## src/rtl/register_file_v2.sv

```systemverilog
// register_file_v2: 2-read/1-write register file with synchronised I/O registers, optional bypass and pending scoreboard
module register_file_v2 #(
  parameter int BUS_WIDTH   = 8,
  parameter int ADDR_WIDTH  = 3,
  parameter int SYNC_STAGES = 2,
  parameter bit BYPASS      = 1'b1
) (
  input  logic                  clock,
  input  logic                  nreset,
  input  logic [BUS_WIDTH-1:0]  sw,
  input  logic                  ready_in,
  input  logic                  pattern_match,
  input  logic                  we,
  input  logic [ADDR_WIDTH-1:0] wr_addr,
  input  logic [BUS_WIDTH-1:0]  wr_data,
  input  logic [ADDR_WIDTH-1:0] rd_addr_a,
  input  logic [ADDR_WIDTH-1:0] rd_addr_b,
  input  logic                  rd_ack_a,
  input  logic                  pend_set,
  input  logic [ADDR_WIDTH-1:0] pend_addr,
  output logic [BUS_WIDTH-1:0]  rd_data_a,
  output logic [BUS_WIDTH-1:0]  rd_data_b,
  output logic                  busy_a,
  output logic                  busy_b
);
  localparam int N = 2 ** ADDR_WIDTH;
  localparam logic [ADDR_WIDTH-1:0] A_SW  = ADDR_WIDTH'(1);
  localparam logic [ADDR_WIDTH-1:0] A_RDY = ADDR_WIDTH'(2);
  localparam logic [ADDR_WIDTH-1:0] A_PM  = ADDR_WIDTH'(3);
  localparam logic [ADDR_WIDTH-1:0] A_GPR = ADDR_WIDTH'(4);

  logic [BUS_WIDTH-1:0]   gpr [N];
  logic [BUS_WIDTH-1:0]   sw_q [SYNC_STAGES];
  logic [SYNC_STAGES-1:0] rdy_q, pm_q;
  logic                   rdy_s_q, rdy_sticky, rdy_rise, wr_ok;
  logic [N-1:0]           pend;

  assign wr_ok    = we && wr_addr >= A_GPR;
  assign rdy_rise = rdy_q[SYNC_STAGES-1] & ~rdy_s_q;

  always_ff @(posedge clock or negedge nreset) begin
    if (!nreset) begin
      for (int i = 0; i < N; i++) gpr[i] <= '0;
      for (int i = 0; i < SYNC_STAGES; i++) sw_q[i] <= '0;
      rdy_q      <= '0;
      pm_q       <= '0;
      rdy_s_q    <= 1'b0;
      rdy_sticky <= 1'b0;
      pend       <= '0;
    end else begin
      if (wr_ok) gpr[wr_addr] <= wr_data;
      sw_q[0] <= sw;
      for (int i = 1; i < SYNC_STAGES; i++) sw_q[i] <= sw_q[i-1];
      rdy_q   <= {rdy_q[SYNC_STAGES-2:0], ready_in};
      pm_q    <= {pm_q[SYNC_STAGES-2:0], pattern_match};
      rdy_s_q <= rdy_q[SYNC_STAGES-1];
      // a new ready edge outranks a simultaneous acknowledge
      if (rdy_rise) rdy_sticky <= 1'b1;
      else if (rd_ack_a && rd_addr_a == A_RDY) rdy_sticky <= 1'b0;
      // issuing a new op outranks the writeback of the previous one
      for (int i = 4; i < N; i++)
        if (pend_set && pend_addr == ADDR_WIDTH'(i)) pend[i] <= 1'b1;
        else if (wr_ok && wr_addr == ADDR_WIDTH'(i)) pend[i] <= 1'b0;
    end
  end

  function automatic logic byp(input logic [ADDR_WIDTH-1:0] a);
    return BYPASS && wr_ok && wr_addr == a;
  endfunction

  function automatic logic [BUS_WIDTH-1:0] rd(input logic [ADDR_WIDTH-1:0] a);
    return byp(a)     ? wr_data :
           a == A_SW  ? sw_q[SYNC_STAGES-1] :
           a == A_RDY ? BUS_WIDTH'(rdy_sticky) :
           a == A_PM  ? BUS_WIDTH'(pm_q[SYNC_STAGES-1]) :
           a >= A_GPR ? gpr[a] : '0;
  endfunction

  always_comb begin
    rd_data_a = rd(rd_addr_a);
    rd_data_b = rd(rd_addr_b);
    busy_a    = pend[rd_addr_a] & ~byp(rd_addr_a);
    busy_b    = pend[rd_addr_b] & ~byp(rd_addr_b);
  end
endmodule

```

## config.mk

```make
export PLATFORM = sky130hd
export DESIGN_NAME = register_file_v2
export DESIGN_NICKNAME = d
export VERILOG_FILES = /design/src/rtl/register_file_v2.sv
export SDC_FILE = /design/constraint.sdc
export NUM_CORES = 1
export LEC_CHECK = 0
export CORE_ASPECT_RATIO = 1.4
export CORE_MARGIN = 5
export CORE_UTILIZATION = 40
export CTS_CLUSTER_SIZE = 28
export DETAILED_ROUTE_END_ITERATION = 8
export DONT_BUFFER_PORTS = 1
export GPL_TIMING_DRIVEN = 0
export PLACE_DENSITY_LB_ADDON = 0.25
export SLEW_MARGIN = 20
export SYNTH_ARGS = -nofsm -noshare
export SYNTH_HDL_FRONTEND = slang
export SYNTH_SLANG_ARGS = --single-unit
export TNS_END_PERCENT = 100
```

## constraint.sdc

```tcl
create_clock -name clock -period 2.9 [get_ports clock]
set_clock_uncertainty 0.1 [all_clocks]
set_input_delay 0.435 -clock clock [delete_from_list [all_inputs] [get_ports clock]]
set_output_delay 0.435 -clock clock [all_outputs]
set_load 0.03 [all_outputs]
```

==> results.toml, run 1 <==
[detailed_routing]
antenna_left = 0
drtIter0Drc = 155
dr.pass1.iters = 4
vias_per_cell = 5.84
wl_per_cell_um = 22.3
route.detailed.drc = 0
wl_um = 7350
dr_total_vias = 1926

[placement]
hpwl_um = 4980
io_buffers = 0
finalWeightedCongestion = 0.768

[sta]
period_share_pct = 95.6
slew_violations = 0
rsz0062_at_grt = "false"
post-route-min-period_ns = 2.77
maxSlewHeadroom_pct = 29.5
setup_viol = 0
tns_ns = 0
fmax_mhz = 361
hold_viol_final = 0
tightest_slew_ns = 1.05

[floorplan]
die_w_um = 81.8
die_y_um = 111
fp-row-count = 36
core_um2 = 7030
start_util_pct = 41.1
ios = 53
die-area_um2 = 9050

[finish]
multi_input_area_um2 = 1330
antenna_cells = 0
layout_commonest_cell = "dfrtp_1"
final_cell_mix = "dfrtp_1 (58), mux2_2 (29), mux4_2 (18)"
final_core_util_pct = 46.7
area_growth_pct = 13.5
drive_above_1_share_pct = 32.8
seq_area_um2 = 1450
nNetsFinal = 265
fill_cells = 674

[setup_path]
crit_type = "primary input to output pin"
slowest_delay_ns = 0.65
crit_fanout = 9
crit_chain = "buf_4, xor2_1, or3_1, buf_2, mux2i_1"
arrival_ns = 2.24
cp_slowest_cell = "mux2i_1"
startpoint_type = "primary input"
worstPathRequired_ns = 2.37
crit_path_end_kind = "output pin"

[yosys]
synth_ff_type = "dfrtp_1"
synthArstFlopShare_pct = 100
ys_seq_area_share_pct = 50.2
synthCells = 210
ys_warn_count = 4
synth_edf_count = 0
synth.distinct_cells = 29
syn-num-nets = 245
ys_ff_latch = 58
synth_area_um2 = 2890
synth.avg_cell_area_um2 = 13.8

[global_route]
grt_max_degree = 59
grt_pass1_vias = 2057
grt_overflow = 0
antenna_found_initial = 0
grtUsageTotal_pct = 17.7
grt_pass1_wl_um = 11500

[flow_run]
max-cap-violations = 0

[clocking]
clk_pin_slew_ns = 0.06
cts_tree = "built"
clock-sinks = 58
clock-root-buffer = "clkbuf_8"
clock_latency_ns = 0.34
cts_resized = 0
cts_buffers = 9
ctsLongestPathBuffers = 2
h-tree-depth = 3

[outcome]
outcome = "completed"

[power_and_ir_drop]
p_per_area_nw_per_um2 = 650
vdd_drop_max_v = 0.000312
p_leak_uw = 0.00136
power_uw = 2130

[min_path]
hold_path_class = "primary input to flip-flop"
## synth_stat cells, types with 2 or more instances
cell,instances,share of area (%)
a21oi_1,13,2.3
a22oi_1,13,3.4
and3_1,2,0.43
buf_2,4,0.69
buf_4,3,0.78
buf_6,4,1.6
clkbuf_1,3,0.39
dfrtp_1,58,50
inv_1,4,0.52
mux2_2,29,11
mux2i_1,8,2.8
mux4_2,18,14
nand2_1,11,1.4
nand3_1,3,0.52
nand4b_1,2,0.61
nor3b_2,2,0.87
nor4_1,13,2.8
o21ai_0,6,1.0
or3_1,2,0.43
xor2_1,3,0.91
## sequential cells by signal (all words and copies together), names as in the netlist
register / flops
rdy_s_q: 1
sw_q: 16
pm_q: 2
rdy_sticky: 1
pend: 4
gpr: 32
rdy_q: 2
## stage by stage
stage | cell area [µm²] | cells | hold WS (ns) | worst slack, ns
6_report | 3280 | 330 | 0.0223 | 0.128
5_1_grt | 3280 | 330 | 0.000498 | 0.0440
4_1_cts | 3250 | 327 | 0.00188 | 0.138
3_5_place_dp | 3010 | 305 | 0.0412 | 0.142
3_3_place_gp | 3010 | 305 | 0.0411 | 0.135
2_1_floorplan | 2890 | 210 | 0.0394 | 0.507
## report_power, final
| part | internal [µW] | total, µW | switching [µW] |
|---|---|---|---|
| combinational | 237 | 492 | 255 |
| sequential | 935 | 1020 | 83.7 |
| clock | 329 | 622 | 293 |
| total | 1500 | 2130 | 632 |
## layer usage
layer | track usage (%) | vias up | wire (µm)
met4 | 7.32 | 0 | 184
met5 | 0 | - | 0
met2 | 27.6 | 45 | 3780
met3 | 8.39 | 14 | 531
li1 | - | 858 | -
met1 | 20.6 | 1009 | 2860
## worst paths after layout
kind	endpoint	startpoint	cells past startpoint	slack, ns
max in group asynchronous	gpr[20]$_DFFE_PN0P_	nreset	2	1.93
setup reg to reg	gpr[22]$_DFFE_PN0P_	gpr[22]$_DFFE_PN0P_	1	2.02
hold reg to reg	sw_q[7]$_DFF_PN0_	sw_q[15]$_DFF_PN0_	0	0.25
min in group asynchronous	sw_q[8]$_DFF_PN0_	nreset	2	0.50
setup / recovery	rd_data_b[0]	rd_addr_b[0]	5	0.13
hold / removal	sw_q[11]$_DFF_PN0_	sw[3]	0	0.02
## repair_timing
| item | CTS | global route |
|---|---|---|
| hold endpoints to repair | 62 | 3 |
| buffers inserted | 0 | 0 |
| hold buffers | 6 | 3 |
## final cells by class
cell class	instances	share of cell area (%)
Inverter	4	0.458
Clock inverter	3	0.458
Tap cell	95	3.62
Sequential cell	58	44.2
Clock buffer	13	4.54
Buffer	14	3.01
Timing Repair Buffer	9	3.28
Multi-Input combinational cell	134	40.4
## cell families (layout without fill, tap and decap cells)
logic type                Yosys count  in the layout  synth area share, %
AOI/OAI and AO/OA                  35             35                 7.58
xor gates and xnor gates            4              4                 1.47
buffers and inverters              18             43                 3.94
DFF                                58             58                 50.2
muxes                              56             56                 28.6
and+or+nand+nor                    39             39                 8.18
## critical path: cells and delay by family
kind / cells / cell delay (ns)
xor gates and xnor gates: 1 / 0.56
buffers and inverters: 2 / 0.39
muxes: 1 / 0.65
and+or+nand+nor: 1 / 0.19
Note: power is estimated with default switching activity, not from simulation.
==> inputs of run 2 (changes only) <==
--- a/config.mk
+++ b/config.mk
@@ -5,9 +5,11 @@
 export SDC_FILE = /design/constraint.sdc
 export NUM_CORES = 1
 export LEC_CHECK = 0
+export CELL_PAD_IN_SITES_DETAIL_PLACEMENT = 0
+export CELL_PAD_IN_SITES_GLOBAL_PLACEMENT = 1
 export CORE_ASPECT_RATIO = 1.4
 export CORE_MARGIN = 5
-export CORE_UTILIZATION = 40
+export CORE_UTILIZATION = 25
 export CTS_CLUSTER_SIZE = 28
 export DETAILED_ROUTE_END_ITERATION = 8
 export DONT_BUFFER_PORTS = 1
==> run 2 against run 1 <==
Against the previous run:
- fmax barely moved
- flip-flop and latch count is the same
- setup slack gained 0.0019 ns
- highest routed layer unchanged
- global-route usage decreased by 5.0 points
- sequential power hardly changed
- core utilization shrank 17 points
- cell area is 3.9% higher
- clock power is 64% higher
- count of clock-buffer cells in the layout decreased by 3
- non-clock buffer count shrank 7
- via count decreased by 2.0%
- sequential share of layout area shrank 1.7 points
==> results.toml, run 2 (synthesis gave the netlist of run 1 again) <==
[outcome]
outcome = "completed"

[placement]
hpwl_um = 5660
io_buffers = 0
post-place-ws_ns = 0.0671
finalWeightedCongestion = 0.734

[flow_run]
max-cap-violations = 0

[sta]
post-route-min-period_ns = 2.77
slew_violations = 0
setup_slack_ns = 0.130
maxSlewHeadroom_pct = 45.9
hold_viol_final = 0
tightest_slew_ns = 0.808
tns_ns = 0
setup_viol = 0
period_share_pct = 95.5
rsz0062_at_grt = "false"
fmax_mhz = 361

[detailed_routing]
dr.pass1.iters = 4
wl_per_cell_um = 22.3
drtIter0Drc = 79
wl_um = 8300
vias_per_cell = 5.07
dr_total_vias = 1887
antenna_left = 0
route.detailed.drc = 0

[setup_path]
crit_fanout = 10
crit_path_end_kind = "output pin"
cp_slowest_cell = "a21oi_1"
crit_type = "primary input to output pin"
r2r_end = "gpr[22]$_DFFE_PN0P_"
worstPathRequired_ns = 2.37
cp_num_buf_inv = 1
slowest_delay_ns = 0.67
startpoint_type = "primary input"
rr_worst_depth = 1
arrival_ns = 2.24
rrSetupSlack_ns = 2.01
r2r-start = "gpr[22]$_DFFE_PN0P_"
crit_family = "compound AO/OA/AOI/OAI gates"
crit_chain = "clkbuf_1, nor3b_2, a22oi_1, a21oi_1"

[floorplan]
die-area_um2 = 13800
start_util_pct = 25.5
core_um2 = 11300
die_y_um = 137
fp-row-count = 46
ios = 53
die_w_um = 101

[clocking]
cts_buffers = 9
h-tree-depth = 3
clock-sinks = 58
clk_pin_slew_ns = 0.05
ctsLongestPathBuffers = 2
cts_tree = "built"
cts_setup_buffers = 0
clock_latency_ns = 0.32
clock-root-buffer = "clkbuf_16"

[power_and_ir_drop]
p_per_area_nw_per_um2 = 742
power_uw = 2530
p_leak_uw = 0.00138
vdd_drop_max_v = 0.000294

[min_path]
hold_depth = 0
min_to = "sw_q[12]$_DFF_PN0_"
hold_path_class = "primary input to flip-flop"
min-delay-start = "sw[4]"

[finish]
layout_commonest_cell = "dfrtp_1"
antenna_cells = 0
nNetsFinal = 258
final_cell_mix = "dfrtp_1 (58), mux2_2 (29), mux4_2 (18)"
top_regs = "gpr x32, sw_q x16, pend x4"
top_register = "gpr"
fill_cells = 1143
drive_above_1_share_pct = 35.5
area_growth_pct = 17.9
largest_reg_flops = 32
multi_input_area_um2 = 1340
seq_area_um2 = 1450

[global_route]
grt_pass1_vias = 2013
grt_max_degree = 59
antenna_found_initial = 0
grt_overflow = 0
grt_pass1_wl_um = 12600
grtUsageTotal_pct = 12.7
## run 2: cell types whose count changed in the layout (fill, tap and decap cells not counted), sizes merged
cell         delta
dlygate4sd3     -7
clkinvlp        +1
bufinv          +1
clkbuf          -3
clkinv          +1
## run 2: per-layer routing
metal / vias up / wire length, µm / global-route usage, %
met2: 53 / 4120 / 20.1
met1: 984 / 3390 / 15.5
li1: 843 / - / -
met3: 7 / 652 / 4.71
met4: 0 / 139 / 5.39
met5: - / 0 / 0
## run 2: layout make-up
| class | count | share of cell area, % |
|---|---|---|
| multi-input cells | 134 | 39.3 |
| plain buffers | 14 | 2.90 |
| clock inverters | 6 | 1.69 |
| inverters | 4 | 0.441 |
| flip-flops and latches | 58 | 42.6 |
| well taps | 144 | 5.29 |
| repair buffers | 2 | 1.10 |
| clock buffers | 10 | 6.72 |
## run 2: repair_timing
item,4_1_cts,5_1_grt
hold buffers,2,0
hold endpoints to repair,58,0
gates resized for setup,0,2
setup endpoints to repair,0,2
## run 2: worst max path at each step
stage,start,end,depth (start not counted)
after floorplan,rd_addr_b[0],rd_data_b[0],5
after global placement,rd_addr_b[0],rd_data_b[0],5
after detailed placement,rd_addr_b[1],rd_data_b[2],4
after CTS,rd_addr_b[1],rd_data_b[2],4
after global routing,rd_addr_b[1],rd_data_b[2],4
final,rd_addr_b[1],rd_data_b[2],4
## run 2: where the power goes
| group | switching [µW] | internal (µW) | total (µW) |
|---|---|---|---|
| registers | 82.0 | 936 | 1020 |
| logic | 262 | 233 | 495 |
| clock network | 359 | 657 | 1020 |
## run 2: through the flow
stage | util [%] | cells | instance area (µm²) | hold WS, ns
3_5_place_dp | 27.1 | 354 | 3070 | 0.0409
6_report | 30.1 | 372 | 3410 | 0.0316
5_1_grt | 30.1 | 372 | 3410 | 0.0152
3_3_place_gp | 27.1 | 354 | 3070 | 0.0411
2_1_floorplan | - | 210 | 2890 | 0.0394
4_1_cts | 29.9 | 372 | 3390 | 0.0187
==> inputs of run 3 (changes only) <==
--- a/config.mk
+++ b/config.mk
@@ -10,6 +10,7 @@
 export CORE_ASPECT_RATIO = 1.4
 export CORE_MARGIN = 5
 export CORE_UTILIZATION = 25
+export CTS_BUF_LIST = sky130_fd_sc_hd__clkbuf_8
 export CTS_CLUSTER_SIZE = 28
 export DETAILED_ROUTE_END_ITERATION = 8
 export DONT_BUFFER_PORTS = 1
==> run 3 against run 2 <==
Against the previous run:
- fmax fell by 0.51%
- cell area fell by 0.62%
- combinational power rose by 2%
- largest cell class unchanged
- cell count rose by 2.2%
==> results.toml, run 3 (synthesis gave the netlist of run 1 again) <==
[clocking]
clk_pin_slew_ns = 0.06
clock_latency_ns = 0.35
ctsLongestPathBuffers = 2
h-tree-depth = 3
cts_setup_buffers = 0
cts_tree = "built"
cts_buffers = 9
clock-root-buffer = "clkbuf_8"
clock-sinks = 58

[floorplan]
ios = 53
core_um2 = 11300
fp-row-count = 46
die-area_um2 = 13800
die_y_um = 137
die_w_um = 101
start_util_pct = 25.5

[power_and_ir_drop]
p_clk_share_pct = 31.9
vdd_drop_max_v = 0.000286
combPwrFrac_pct = 22.6
power.internal_uw = 1560
p_leak_uw = 0.00137
seqPwrFrac_pct = 45.5
switching_share_pct = 30.1
switching_power_uw = 672
p_per_area_nw_per_um2 = 659

[finish]
final_cell_mix = "dfrtp_1 (58), mux2_2 (29), mux4_2 (18)"
top_regs = "gpr x32, sw_q x16, pend x4"
largest_reg_flops = 32
drive_above_1_share_pct = 34.3
fill_cells = 1156
top_register = "gpr"
final_core_util_pct = 29.9
area_growth_pct = 17.2
layout_commonest_cell = "dfrtp_1"
antenna_cells = 0
nNetsFinal = 266

[setup_path]
slowest_delay_ns = 0.67
arrival_ns = 2.25
crit_path_end_kind = "output pin"
crit_type = "primary input to output pin"
crit_chain = "clkbuf_1, nor3b_2, a22oi_1, a21oi_1"
worstPathRequired_ns = 2.37
rr_worst_depth = 1
crit_family = "compound AO/OA/AOI/OAI gates"
crit_cells = 4
cp_num_buf_inv = 1
rrSetupSlack_ns = 2.00
cp_slowest_cell = "a21oi_1"
crit_fanout = 10
startpoint_type = "primary input"

[placement]
hpwl_um = 5660
post-place-ws_ns = 0.0671
io_buffers = 0
finalWeightedCongestion = 0.734

[flow_run]
max-cap-violations = 0

[detailed_routing]
wl_per_cell_um = 22.0
dr_total_vias = 1930
dr.pass1.iters = 4
route.detailed.drc = 0
vias_per_cell = 5.08
wl_um = 8370
antenna_left = 0
drtIter0Drc = 90

[sta]
slew_violations = 0
tns_ns = 0
post-route-min-period_ns = 2.78
hold_viol_final = 0
rsz0062_at_grt = "false"
setup_viol = 0
fmax_mhz = 359
period_share_pct = 96.0
maxSlewHeadroom_pct = 44.8
tightest_slew_ns = 0.823
setup_slack_ns = 0.115

[global_route]
grtUsageTotal_pct = 12.7
grt_max_degree = 59
antenna_found_initial = 0
grt_pass1_vias = 2015
grt_pass1_wl_um = 12500
grt_overflow = 0

[min_path]
hold_path_class = "primary input to flip-flop"
hold_depth = 0

[outcome]
outcome = "completed"
-- run 3: changes by cell type in the layout (fill, tap and decap cells not counted), sizes merged --
cell | before | now
dlygate4sd3 | 1 | 9
clkbuf | 13 | 12
inv | 4 | 5
-- run 3: metrics by stage --
step	std cells	total power, µW	hold WS (ns)	area (µm²)
after floorplan	210	1410	0.0394	2890
after global placement	354	1500	0.0411	3070
after detailed placement	354	1510	0.0409	3070
after CTS	380	2270	0.00412	3370
after global routing	380	2360	0.000415	3390
final	380	2230	0.0178	3390
-- run 3: final timing paths --
path / start / to
setup reg to reg: gpr[22]$_DFFE_PN0P_ / gpr[22]$_DFFE_PN0P_
hold / removal: sw[1] / sw_q[9]$_DFF_PN0_
min in group asynchronous: nreset / gpr[31]$_DFFE_PN0P_
max in group asynchronous: nreset / gpr[22]$_DFFE_PN0P_
hold reg to reg: sw_q[10]$_DFF_PN0_ / sw_q[2]$_DFF_PN0_
setup / recovery: rd_addr_b[1] / rd_data_b[2]
-- run 3: per-layer routing --
metal | share of wire, % | wire length, µm | GRT usage [%] | up-vias
met4 | 2.3 | 194 | 5.92 | 0
met3 | 8.1 | 679 | 4.86 | 13
li1 | - | - | - | 859
met5 | 0 | 0 | 0 | -
met2 | 49 | 4080 | 20.1 | 59
met1 | 41 | 3410 | 15.2 | 999
-- run 3: power groups by stage --
stage                     Clock, µW  Combinational, µW  Sequential (µW)
after floorplan                   0                406             1000
after global placement            0                472             1030
after detailed placement          0                477             1030
after CTS                       743                509             1020
after global routing            781                547             1030
final                           712                504             1020
-- run 3: timing repair --
item | 4_1_cts | 5_1_grt
resized for setup | 0 | 2
hold buffers | 10 | 0
setup endpoints to repair | 0 | 1
hold endpoints to repair | 66 | 0
-- run 3: area by class of cell --
class                      instances  area (µm²)  share of cell area [%]
sequential                        58        1450                    42.9
multi-input combinational        134        1340                    39.5
tap                              144         180                    5.32
clock buffer                       9         124                    3.66
timing repair buffer              10         118                    3.47
buffer                            14        98.8                    2.92
clock inverter                     7        61.3                    1.81
inverter                           4        15.0                   0.443
